--- config.mk ---
export PLATFORM = sky130hd
export DESIGN_NAME = split_packer
export DESIGN_NICKNAME = d
export VERILOG_FILES = /design/src/rtl/split_packer.sv
export SDC_FILE = /design/constraint.sdc
export NUM_CORES = 1
export LEC_CHECK = 0
export ABC_AREA = 1
export CORE_ASPECT_RATIO = 1.5
export CORE_MARGIN = 3
export CORE_UTILIZATION = 54
export CTS_CLUSTER_SIZE = 20
export DETAILED_ROUTE_END_ITERATION = 12
export PLACE_DENSITY_LB_ADDON = 0.05
export RECOVER_POWER = 100
export SLEW_MARGIN = 10
export SYNTH_ARGS = -nofsm -noshare
export SYNTH_HDL_FRONTEND = slang
export SYNTH_SLANG_ARGS = --single-unit
--- constraint.sdc ---
create_clock -name clk -period 2.9 [get_ports clk]
set_input_delay 0.58 -clock clk [delete_from_list [all_inputs] [get_ports clk]]
set_output_delay 0.58 -clock clk [all_outputs]
set_load 0.01 [all_outputs]
--- src/rtl/split_packer.sv ---
// split_packer: serial-to-parallel packer with ready/valid on both sides.
// Collects N_OUT_STREAMS samples of WIDTH bits into one word, realigns on
// in_first (flagging discarded partial words), and supports either lane order.
// Optional feature macro: SPLIT_PACKER_STATUS_EN adds the saturating drop_count port.
module split_packer #(
   parameter int unsigned N_OUT_STREAMS     = 4,
   parameter int unsigned LOG_N_OUT_STREAMS = 2,
   parameter int unsigned WIDTH             = 32,
   parameter int unsigned MSB_FIRST         = 0
) (
   input  logic                             clk,
   input  logic                             rst,
   input  logic [WIDTH-1:0]                 in_data,
   input  logic                             in_nd,
   input  logic                             in_first,
   output logic                             in_ready,
   output logic [WIDTH*N_OUT_STREAMS-1:0]   out_data,
   output logic                             out_nd,
   input  logic                             out_ready,
   output logic                             out_misaligned
`ifdef SPLIT_PACKER_STATUS_EN
   ,
   output logic [15:0]                      drop_count
`endif
);

   localparam int unsigned OUT_W = WIDTH * N_OUT_STREAMS;
   localparam logic [LOG_N_OUT_STREAMS-1:0] LAST = LOG_N_OUT_STREAMS'(N_OUT_STREAMS - 1);

   logic [LOG_N_OUT_STREAMS-1:0] pos_q;
   logic [LOG_N_OUT_STREAMS-1:0] pos_d;
   logic [LOG_N_OUT_STREAMS-1:0] lane;
   logic [LOG_N_OUT_STREAMS-1:0] slot;
   logic [OUT_W-1:0]             acc_q;
   logic [OUT_W-1:0]             acc_d;
   logic [OUT_W-1:0]             word;
   logic [OUT_W-1:0]             out_data_d;
   logic                         out_nd_d;
   logic                         accept;
   logic                         complete;
   logic                         realign;
   int unsigned                  base;

   // Stall only when a word would complete while the output register is still held
   assign in_ready = !((pos_q == LAST) && out_nd && !out_ready);

   // Next-state: lane selection, accumulator merge, output register load/release
   always_comb begin
      pos_d      = pos_q;
      acc_d      = acc_q;
      out_data_d = out_data;
      out_nd_d   = out_nd;
      accept     = in_nd && in_ready;
      lane       = in_first ? '0 : pos_q;
      slot       = (MSB_FIRST != 0) ? LAST - lane : lane;
      base       = 32'(slot) * WIDTH;
      word       = (lane == '0) ? '0 : acc_q;
      word[base +: WIDTH] = in_data;
      complete   = accept && (lane == LAST);
      realign    = accept && in_first && (pos_q != '0);

      if (out_nd && out_ready) begin
         out_nd_d = 1'b0;
      end
      if (accept) begin
         acc_d = word;
         if (complete) begin
            pos_d      = '0;
            out_data_d = word;
            out_nd_d   = 1'b1;
         end else begin
            pos_d = lane + LOG_N_OUT_STREAMS'(1);
         end
      end
   end

   // State and output registers, synchronous reset
   always_ff @(posedge clk) begin
      if (rst) begin
         pos_q          <= '0;
         acc_q          <= '0;
         out_data       <= '0;
         out_nd         <= 1'b0;
         out_misaligned <= 1'b0;
      end else begin
         pos_q          <= pos_d;
         acc_q          <= acc_d;
         out_data       <= out_data_d;
         out_nd         <= out_nd_d;
         out_misaligned <= realign;
      end
   end

`ifdef SPLIT_PACKER_STATUS_EN
   logic [16:0] drop_sum;
   logic [15:0] drop_d;

   // Saturating accumulation of samples discarded by realignment
   always_comb begin
      drop_sum = 17'(drop_count) + 17'(pos_q);
      drop_d   = drop_count;
      if (realign) begin
         drop_d = drop_sum[16] ? 16'hFFFF : drop_sum[15:0];
      end
   end

   // Drop counter register
   always_ff @(posedge clk) begin
      if (rst) begin
         drop_count <= '0;
      end else begin
         drop_count <= drop_d;
      end
   end
`endif

endmodule

After elaboration in Yosys (flattened, before gate mapping)
Cells that the tools add are included.
Storage, ports and cells
  flip-flop bits (word level): 260
  output and inout bits: 131
Operators by class
  add/subtract/negate cells: 2
  eq/ne operators: 2
  shift operators: 2
  muxes and demuxes: 7
  reductions and logical operators: 12
Operators with widths (number)
  $bwmux 128: 1
  $mux 128: 1
  $shift 32x34->128 const A: 1
  $shiftx 32x34->128: 1
  $neg 7->34: 1
  $logic_and 1x1->1: 7
  $eq 2x2->1 const B: 2
  $mux 2: 2
  $mux 1: 3
  $add 2x1->2 const B: 1
  $logic_not 1->1: 2
  $logic_not 2->1: 1
  $reduce_and 2->1: 1
  $reduce_bool 2->1: 1

Logic depth before layout (Yosys ltp)
Gate-level depths: netlist (run 1).
  depth after elaboration: 8
  gate-level depth with buffers: 15

Least setup slack after synthesis (run 1)
No wires, ideal clock.
  path type: input-to-reg
  from: input port in_first
  to: register out_data[127]
  setup time: 128 ps
  arrival: 2114 ps
  required time: 2772 ps
  setup slack: 658 ps
  cell stages on the path: 12
  cells stage by stage: inv_2 -> nand2_1 -> buf_2 -> buf_2 -> inv_1 -> ha_1 -> buf_2 -> nand3_1 -> clkbuf_1 -> nor2_1 -> o21ai_1 -> nor2_1
Between the ends
  longest elaborated chain between the ends: 4
  elaborated cells between the ends (all ways): 10
Ends and longest elaborated chain
  start, declared: line 15  | input logic in_first,
  $mux 2 (*): line 54  | lane = in_first ? '0 : pos_q;
  $neg 7->34 (tied with other cells): line 58  | word[base +: WIDTH] = in_data;
  $shiftx 32x34->128 (tied with other cells): line 58
  $bwmux 128 / $reduce_and 2->1 (equally long branches)
  end signal, assigned: line 88  | out_data <= out_data_d;
  end, declared: line 17  | output logic [WIDTH*N_OUT_STREAMS-1:0] out_data,
Mark *: on every way between the ends. The rest lies on a longest branch, timed or not.
A chain may end at the register's enable or synchronous reset.

Worst setup path after layout (run 1)
  from: input port out_ready
  to: output port in_ready
Between the ends
  longest elaborated chain between the ends: 3
Ends and longest elaborated chain
  start, declared: line 19  | input logic out_ready,
  $logic_not 1->1: line 45  | assign in_ready = !((pos_q == LAST) && out_nd && !out_ready);
  $logic_and 1x1->1: line 45
  $logic_not 1->1: line 45
  end, declared: line 16  | output logic in_ready,
Every way passes these cells.

==> key figures, run 1 <==
Outcome
  – Status: completed

Clocking
  – Longest Clk Path Bufs: 3
  – Num CTS Buffers: 23
  – CTS resizes: 0
  – Clk slew on worst S/H paths: around 0.060 ns
  – Clk root buf: clkbuf_16
  – H-tree lvl count: 1
  – CTS Hold Bufs: 0
  – Setup Fix Bufs, Post-CTS: 0
  – CTS tree: done
  – Clock network latency to the later pin of the worst-skew pair: around 0.5 ns
  – Clk sinks: around 230

Logic synthesis
  – Post-synth ARST share: 0
  – Unique cell type count in the Yosys netlist: 20
  – Yosys reg bits: 228
  – Top post-synthesis cells by area: dfxtp_1 (41%), nand2_1 (19%), nor2_1 (13%), a21oi_1 (5.7%), inv_1 (4.9%)
  – Register area share after synthesis: 0.415
  – Cell with the most instances after synthesis: nand2_1
  – Synth top cells by count: nand2_1 (546), nor2_1 (393), dfxtp_1 (228), inv_1 (144), a21oi_1 (126)
  – Top FF cell, synth: dfxtp_1
  – Ys Warns: 0
  – Area leader, netlist: dfxtp_1
  – Synth top area share: 0.415
  – Syn Inst Count: 1783
  – Syn Std Cell Area: 0.0110 mm²
  – EDFF count, synth: 0
  – Syn avg cell area: 6.17 µm²
  – Mapped Nets: between 1500 and 2000

Placement
  – Dpl hpwl: 21.0 mm
  – Setup WS pre-CTS: between 0.2 and 0.25 ns
  – GPL Wtd Cong: ~0.86
  – I/O Buffers: approximately 170

Critical path
  – Worst setup EP type: primary output
  – Crit path kind: input pin to primary output
  – CP startpoint kind: input pin
  – Crit path DAT: around 2.1 ns
  – Reg2reg path depth: 6
  – FF-to-FF Start: out_nd$_SDFF_PP0_
  – Worst-path fanout max: 3
  – Critical Path RT: about 2.3 ns
  – Crit path launch: out_ready

Timing
  – Setup violators final: 0
  – Final Max Slew Viols: 0
  – RSZ-0062 raised after global routing: false
  – Tightest Pin Transition: between 1 and 1.5 ns
  – Upper clock frequency limit: between 0.3 and 0.4 GHz
  – WHS: about 0.46 ns
  – Crit path time final: between 2 and 3 ns
  – Clock Skew: 0.00877 ns
  – Final worst-path cycle share: 0.936
  – Hold Vio Cnt, Final: 0
  – Setup TNS: 0 ns
  – Slew HR: 0.0710
  – Final setup margin: approximately 0.19 ns

Pwr
  – Maximum vdd drop: approximately 0.4 mV
  – Total Power: 7160 µW
  – Leak: around 0.006 µW
  – Net Sw Power: 1810 µW
  – Flop pwr share: 0.456
  – Internal: between 5000 and 6000 µW
  – Clock share of power: 0.436
  – Comb power frac: 0.108
  – P per Cell Area: roughly 530 mW/mm²
  – Switching Share: 0.253

Detailed routing
  – DR iter-0 viols: 1160
  – Routed Antenna Nets: 0
  – Vias per cell: approximately 5.3
  – Vias: about 11000
  – DR DRC count: 0
  – DR WL/cell: around 15 µm
  – Router iterations before antenna repair: 6
  – Routed wire length: 32.5 mm

Global route
  – Vias in the first global route: between 10000 and 15000
  – Largest net degree at the start of global routing: slightly below 80
  – Tot GR Track Use: 0.292
  – Global-route wire length before repair: approximately 53 mm
  – Total gr overflow: 0
  – Initial antenna violation count: 0

Floorplanning
  – Die Y: 181 µm
  – # rows: 63
  – Area of the core: about 0.02 mm²
  – Die W: ~120 µm
  – Initial Utilization: 0.554
  – # IOs: 168
  – Die Footprint: 0.0222 mm²

Finish
  – Diode count: 0
  – Area Overhead vs Synth: 23.1%
  – Final net count: roughly 1900
  – Share of layout cells above drive strength 1: 0.0427

Min path
  – Min-delay src: out_data[119]$_SDFFE_PP0P_
  – Min-Delay Path Class: register to register
  – Hold depth: 2

Run
  – Maxcap violations: 0
power groups by stage:
stage	Sequential (µW)	Combinational (µW)	Clock, µW
floorplan	3330	491	0
global placement	3330	765	0
finish	3270	774	3120
detailed placement	3330	772	0
global route	3270	854	3290
CTS	3260	777	3160
layer usage:
layer / share of wire / up-vias / track usage
met4: 0.043 / 0 / 0.114
met1: 0.42 / 5131 / 0.398
met3: 0.088 / 95 / 0.0435
met2: 0.45 / 491 / 0.464
met5: 0 / - / 0
li1: - / 5643 / -
critical path, stage by stage:
cell and delay (ns):
clkdlybuf4s50_1 0.40, nor2_1 0.40, nand2_2 0.21, clkdlybuf4s50_1 0.53
cell type report:
type	instances	area (µm²)
fill	1846	6310
multi-input combinational	1275	5270
sequential	228	4560
timing repair buffer	207	2060
clock buffer	33	673
inverter	147	553
tap	260	325
clock inverter	6	109
cells by family (layout without fill, tap and decap cells):
kind of cell | Yosys count | in the layout | synth area share
compound gates | 196 | 196 | 0.0897
fa+ha+maj | 5 | 5 | 0.00568
buf+inv | 280 | 393 | 0.108
flops | 228 | 228 | 0.415
simple gates | 1074 | 1074 | 0.382
final timing paths:
path              slack [ns]                         end
setup / recovery        0.19                    in_ready
hold / removal          0.46  out_data[119]$_SDFFE_PP0P_
setup reg to reg        0.51      acc_q[43]$_SDFFE_PP0P_
hold reg to reg         0.46  out_data[119]$_SDFFE_PP0P_
cells in the final DEF (no fill, tap or decap):
cell             instances
clkbuf_16               23
a21oi_4                  1
nor2_1                 393
bufinv_16                3
nand2_2                  2
a21oi_1                126
nand3_1                 67
clkinv_2                 3
inv_1                  142
clkbuf_2                 5
clkbuf_4                 2
clkbuf_1                 6
dlygate4sd3_1          131
clkdlybuf4s50_1         35
dfxtp_1                228
buf_2                    1
inv_2                    2
o211ai_1                 1
buf_12                   9
ha_1                     5
nand3_4                  1
nor3_1                  65
clkinv_1                 2
nand2_1                546
o21ai_0                 68
inv_6                    1
clkbuf_8                 6
buf_4                   22
flip-flops by register name, summed over array words and instances, names as in the netlist:
signal          cells
out_misaligned      1
pos_q               2
out_nd              1
out_data          128
acc_q              96
through the flow:
stage	utilization	instances	cell area, µm²
6_report	0.682	2156	13600
5_1_grt	0.682	2156	13600
3_5_place_dp	0.648	2117	12900
4_1_cts	0.687	2156	13600
3_3_place_gp	0.648	2117	12900
2_1_floorplan	-	1783	11000
Power figures use the tool's default switching activity.
==> run 2: changes to the inputs <==
Clock period 2.9 ns to 3 ns, I/O delays scaled along.
==> key figures, run 2 (same netlist as run 1, synthesis figures left out) <==
Outcome
  – Status: finished with violations
  – Failing checks: max-capacitance violations, max-slew violations

Global route
  – Total gr overflow: 0
  – Initial antenna violation count: 0
  – Global-route wire length before repair: around 54 mm
  – Largest net degree at the start of global routing: approximately 100
  – Vias in the first global route: approximately 11000
  – Tot GR Track Use: 0.298

Critical path
  – Critical path, cell by cell: clkdlybuf4s50_1 -> nor2_1 -> nand2_2 -> nand2_1 -> clkbuf_2 -> nand2_1 -> nand2_1 -> a21oi_1
  – CP startpoint kind: input pin
  – Critical path's largest stage delay: 1.15 ns
  – Reg2reg path depth: 8
  – Worst setup EP type: register
  – Worst-path fanout max: 66
  – Setup slack, reg-to-reg: 0.45 ns
  – Most frequent cell on the critical path: nand2_1
  – Slowest cell on crit path: clkbuf_2
  – Crit path DAT: 3.08 ns
  – Critical Path RT: approximately 3.4 ns
  – Crit path kind: input pin to register

Timing
  – Tightest Pin Transition: approximately 1.6 ns
  – Setup TNS: 0 ns
  – Slew HR: -0.0461
  – Crit path time final: 2.69 ns
  – Hold Vio Cnt, Final: 0
  – WHS: around 0.46 ns
  – RSZ-0062 raised after global routing: false
  – Upper clock frequency limit: between 0.3 and 0.4 GHz
  – Final Max Slew Viols: 67
  – Setup violators final: 0
  – Clock Skew: between 0.01 and 0.015 ns
  – Final worst-path cycle share: 0.896

Pwr
  – Flop pwr share: 0.459
  – Clock share of power: 0.434
  – Internal: between 5000 and 6000 µW
  – Switching Share: 0.254
  – Maximum vdd drop: ~0.36 mV
  – Leak: between 0.006 and 0.007 µW
  – Comb power frac: 0.107
  – Net Sw Power: approximately 1700 µW
  – P per Cell Area: a little over 500 mW/mm²

Finish
  – Diode count: 0
  – Final Util: 0.679
  – Area Overhead vs Synth: 22.6%
  – Regs by FF count: out_data x128, acc_q x96, pos_q x2
  – Final net count: roughly 1900
  – Share of layout cells above drive strength 1: 0.0428
  – Cell area after layout: 0.0135 mm²
  – Final cell count without fillers: approximately 2200
  – Most flop-heavy register: out_data
  – Commonest cells after routing, fill and taps aside: nand2_1 (545), nor2_1 (392), dfxtp_1 (228)
  – Commonest non-fill, non-tap cell in the layout: nand2_1
  – Max reg flops: 128

Detailed routing
  – Vias per cell: between 5 and 6
  – Routed Antenna Nets: 0
  – Router iterations before antenna repair: 6
  – Vias: between 10000 and 15000
  – DR iter-0 viols: 1069
  – Routed wire length: around 33 mm
  – DR WL/cell: 15.5 µm
  – DR DRC count: 0

Floorplanning
  – Die W: 123 µm
  – Die Footprint: about 0.022 mm²
  – # rows: 63
  – Area of the core: about 0.020 mm²
  – Die Y: approximately 180 µm
  – # IOs: 168
  – Initial Utilization: 0.554

Clocking
  – CTS resizes: 0
  – Clock network latency to the later pin of the worst-skew pair: roughly 0.51 ns
  – Num CTS Buffers: 22
  – Clk slew on worst S/H paths: approximately 0.070 ns
  – Longest Clk Path Bufs: 3
  – CTS Hold Bufs: 0
  – H-tree lvl count: 1
  – CTS tree: done
  – Setup Fix Bufs, Post-CTS: 0
  – Clk root buf: clkbuf_16
  – Clk sinks: around 230

Min path
  – Min-Delay Path Class: register to register
  – Hold depth: 2

Placement
  – Placed cell count: roughly 2100
  – Post-DP Area: around 0.013 mm²
  – GPL Wtd Cong: roughly 0.9
  – I/O Buffers: 167
  – Dpl hpwl: roughly 21 mm

Run
  – Maxcap violations: 1
## run 2: cell type report
cell class | count | area, µm²
Fill cell | 1829 | 6370
Multi-Input combinational cell | 1275 | 5280
Sequential cell | 228 | 4560
Timing Repair Buffer | 201 | 1990
Clock buffer | 30 | 652
Inverter | 147 | 553
Tap cell | 260 | 325
Clock inverter | 10 | 128
## run 2: layer usage
metal / up-vias / GRT usage / wire (µm)
met5: - / 0 / 0
met4: 0 / 0.133 / 1520
met3: 105 / 0.0432 / 2560
met2: 470 / 0.472 / 15400
met1: 5159 / 0.402 / 13800
li1: 5630 / - / -
## run 2: worst paths after layout
| check | start | endpoint |
|---|---|---|
| worst max-delay path | out_ready | acc_q[84]$_SDFFE_PP0P_ |
| worst min-delay path | out_data[101]$_SDFFE_PP0P_ | out_data[101]$_SDFFE_PP0P_ |
| worst min register to register | out_data[101]$_SDFFE_PP0P_ | out_data[101]$_SDFFE_PP0P_ |
| worst max register to register | out_nd$_SDFF_PP0_ | acc_q[84]$_SDFFE_PP0P_ |
## run 2: through the flow
step                setup WS (ns)  power (µW)
finish                      0.311        6880
floorplan                   0.738        3690
global placement            0.382        3950
CTS                         0.460        6910
detailed placement          0.349        3960
global route                0.218        7110
## run 2: worst max-delay path, delay by kind of cell
family,cells,cell delay [ns]
AO/OA/AOI/OAI,1,0.05
AND/OR/NAND/NOR,5,0.86
buffers and inverters,2,1.55
## run 2: power by group through the flow
stage	logic (µW)	registers [µW]	clock network, µW
after CTS	741	3160	3010
after detailed placement	735	3220	0
final	739	3160	2980
after global routing	814	3160	3130
after floorplan	475	3220	0
after global placement	728	3220	0
==> run 3: changes to the inputs <==
Settings changed: CAP_MARGIN set to 5, CORE_UTILIZATION 54 to 55, CTS_BUF_LIST set to sky130_fd_sc_hd__clkbuf_8.
==> key figures, run 3 (same netlist as run 1, synthesis figures left out) <==
Min path
  – Min-Delay Path Class: register to register
  – Min-delay src: out_data[124]$_SDFFE_PP0P_

Global route
  – Initial antenna violation count: 0
  – Global-route wire length before repair: between 50 and 60 mm
  – Largest net degree at the start of global routing: 101
  – Tot GR Track Use: 0.300
  – Total gr overflow: 0
  – Vias in the first global route: between 10000 and 15000

Floorplanning
  – Die W: 122 µm
  – Area of the core: 0.0194 mm²
  – Die Y: around 180 µm
  – Initial Utilization: 0.568
  – # rows: between 60 and 70
  – # IOs: approximately 170
  – Die Footprint: between 0.02 and 0.025 mm²

Critical path
  – Critical path's largest stage delay: around 0.67 ns
  – Critical Path RT: 2.40 ns
  – Crit path launch: out_ready
  – CP bufs+invs: 2
  – FF-to-FF Start: out_nd$_SDFF_PP0_
  – Crit path DAT: roughly 2.2 ns
  – Worst-path fanout max: 3
  – CP startpoint kind: input pin
  – Slowest cell on crit path: dlygate4sd3_1
  – Crit path max-delay family: buffers and inverters
  – Worst setup EP type: primary output
  – Setup slack, reg-to-reg: around 0.53 ns
  – Crit path kind: input pin to primary output
  – Critical path, cell by cell: clkdlybuf4s50_1 -> nor2_1 -> nand2_1 -> dlygate4sd3_1

Clocking
  – CTS Hold Bufs: 0
  – CTS tree: done
  – CTS resizes: 0
  – Longest Clk Path Bufs: 3
  – Clk slew on worst S/H paths: around 0.060 ns
  – Clk sinks: roughly 230
  – H-tree lvl count: 2
  – Setup Fix Bufs, Post-CTS: 0
  – Clock network latency to the later pin of the worst-skew pair: roughly 0.53 ns
  – Num CTS Buffers: 36
  – Clk root buf: clkbuf_8

Pwr
  – Flop pwr share: 0.480
  – P per Cell Area: a little under 500 mW/mm²
  – Switching Share: 0.275
  – Maximum vdd drop: 0.329 mV
  – Net Sw Power: around 1800 µW
  – Comb power frac: 0.113
  – Clock share of power: 0.407
  – Leak: approximately 0.006 µW
  – Internal: 4760 µW

Timing
  – Setup violators final: 0
  – Hold Vio Cnt, Final: 0
  – Final Max Slew Viols: 0
  – Final setup margin: between 0.2 and 0.25 ns
  – Tightest Pin Transition: ~1.4 ns
  – Setup TNS: 0 ns
  – WHS: between 0.4 and 0.5 ns
  – Crit path time final: ~2.8 ns
  – Upper clock frequency limit: 0.361 GHz
  – Final worst-path cycle share: 0.922
  – Clock Skew: between 0.02 and 0.03 ns
  – Slew HR: 0.0948
  – RSZ-0062 raised after global routing: false

Run
  – Maxcap violations: 0

Finish
  – Commonest non-fill, non-tap cell in the layout: nand2_1
  – Most flop-heavy register: out_data
  – Max reg flops: 128
  – Commonest cells after routing, fill and taps aside: nand2_1 (545), nor2_1 (393), dfxtp_1 (228)
  – Regs by FF count: out_data x128, acc_q x96, pos_q x2
  – Share of layout cells above drive strength 1: 0.0482
  – Diode count: 0
  – Area Overhead vs Synth: 22.0%
  – Filler cells: ~1800
  – Final net count: slightly below 2000

Detailed routing
  – DR WL/cell: about 15 µm
  – Routed Antenna Nets: 0
  – Vias: between 10000 and 15000
  – Routed wire length: between 30 and 40 mm
  – DR DRC count: 0
  – Vias per cell: about 5.2
  – DR iter-0 viols: about 1200
  – Router iterations before antenna repair: 5

Placement
  – I/O Buffers: 167
  – Dpl hpwl: just over 20 mm
  – GPL Wtd Cong: 0.850
  – Setup WS pre-CTS: 0.306 ns

Outcome
  – Status: completed
[run 3: cell count changes in the layout (fill, tap and decap cells not counted), sizes merged]
cell / change
buf: -4
bufinv: -3
clkbuf: +17
clkinv: -1
clkinvlp: +1
inv: +9
[run 3: per-layer routing]
layer | up-vias | global-route usage | share of wire
met5 | - | 0 | 0
met3 | 78 | 0.0666 | 0.091
li1 | 5658 | - | -
met4 | 0 | 0.104 | 0.030
met1 | 5080 | 0.396 | 0.41
met2 | 495 | 0.485 | 0.47
[run 3: area by class of cell]
| type | instances | area, µm² | area share |
|---|---|---|---|
| clock inverter | 16 | 78.8 | 0.00587 |
| sequential | 228 | 4560 | 0.340 |
| multi-input combinational | 1275 | 5260 | 0.392 |
| clock buffer | 47 | 647 | 0.0482 |
| tap | 256 | 320 | 0.0239 |
| timing repair buffer | 197 | 2000 | 0.149 |
| inverter | 147 | 553 | 0.0412 |
[run 3: worst min-delay path: stages, from the launching register on]
cell     delay (ns)
dfxtp_1        0.31
nand2_1        0.06
a21oi_1        0.05
[run 3: worst paths after layout]
kind,endpoint,depth (start not counted)
setup / recovery,in_ready,4
hold / removal,out_data[124]$_SDFFE_PP0P_,2
setup reg to reg,acc_q[71]$_SDFFE_PP0P_,8
hold reg to reg,out_data[124]$_SDFFE_PP0P_,2
[run 3: per-stage QoR]
step	utilization	std cells	area, µm²	total power (µW)
after floorplan	-	1783	11000	3690
after global placement	0.658	2103	12800	3940
after detailed placement	0.658	2103	12800	3960
after CTS	0.695	2166	13500	6610
after global routing	0.692	2166	13400	6820
final	0.692	2166	13400	6570
[run 3: power groups by stage]
stage               clock (µW)  sequential [µW]  combinational [µW]
floorplan                    0             3220                 475
finish                    2670             3160                 742
global route              2840             3160                 817
CTS                       2710             3160                 739
global placement             0             3220                 725
detailed placement           0             3220                 735
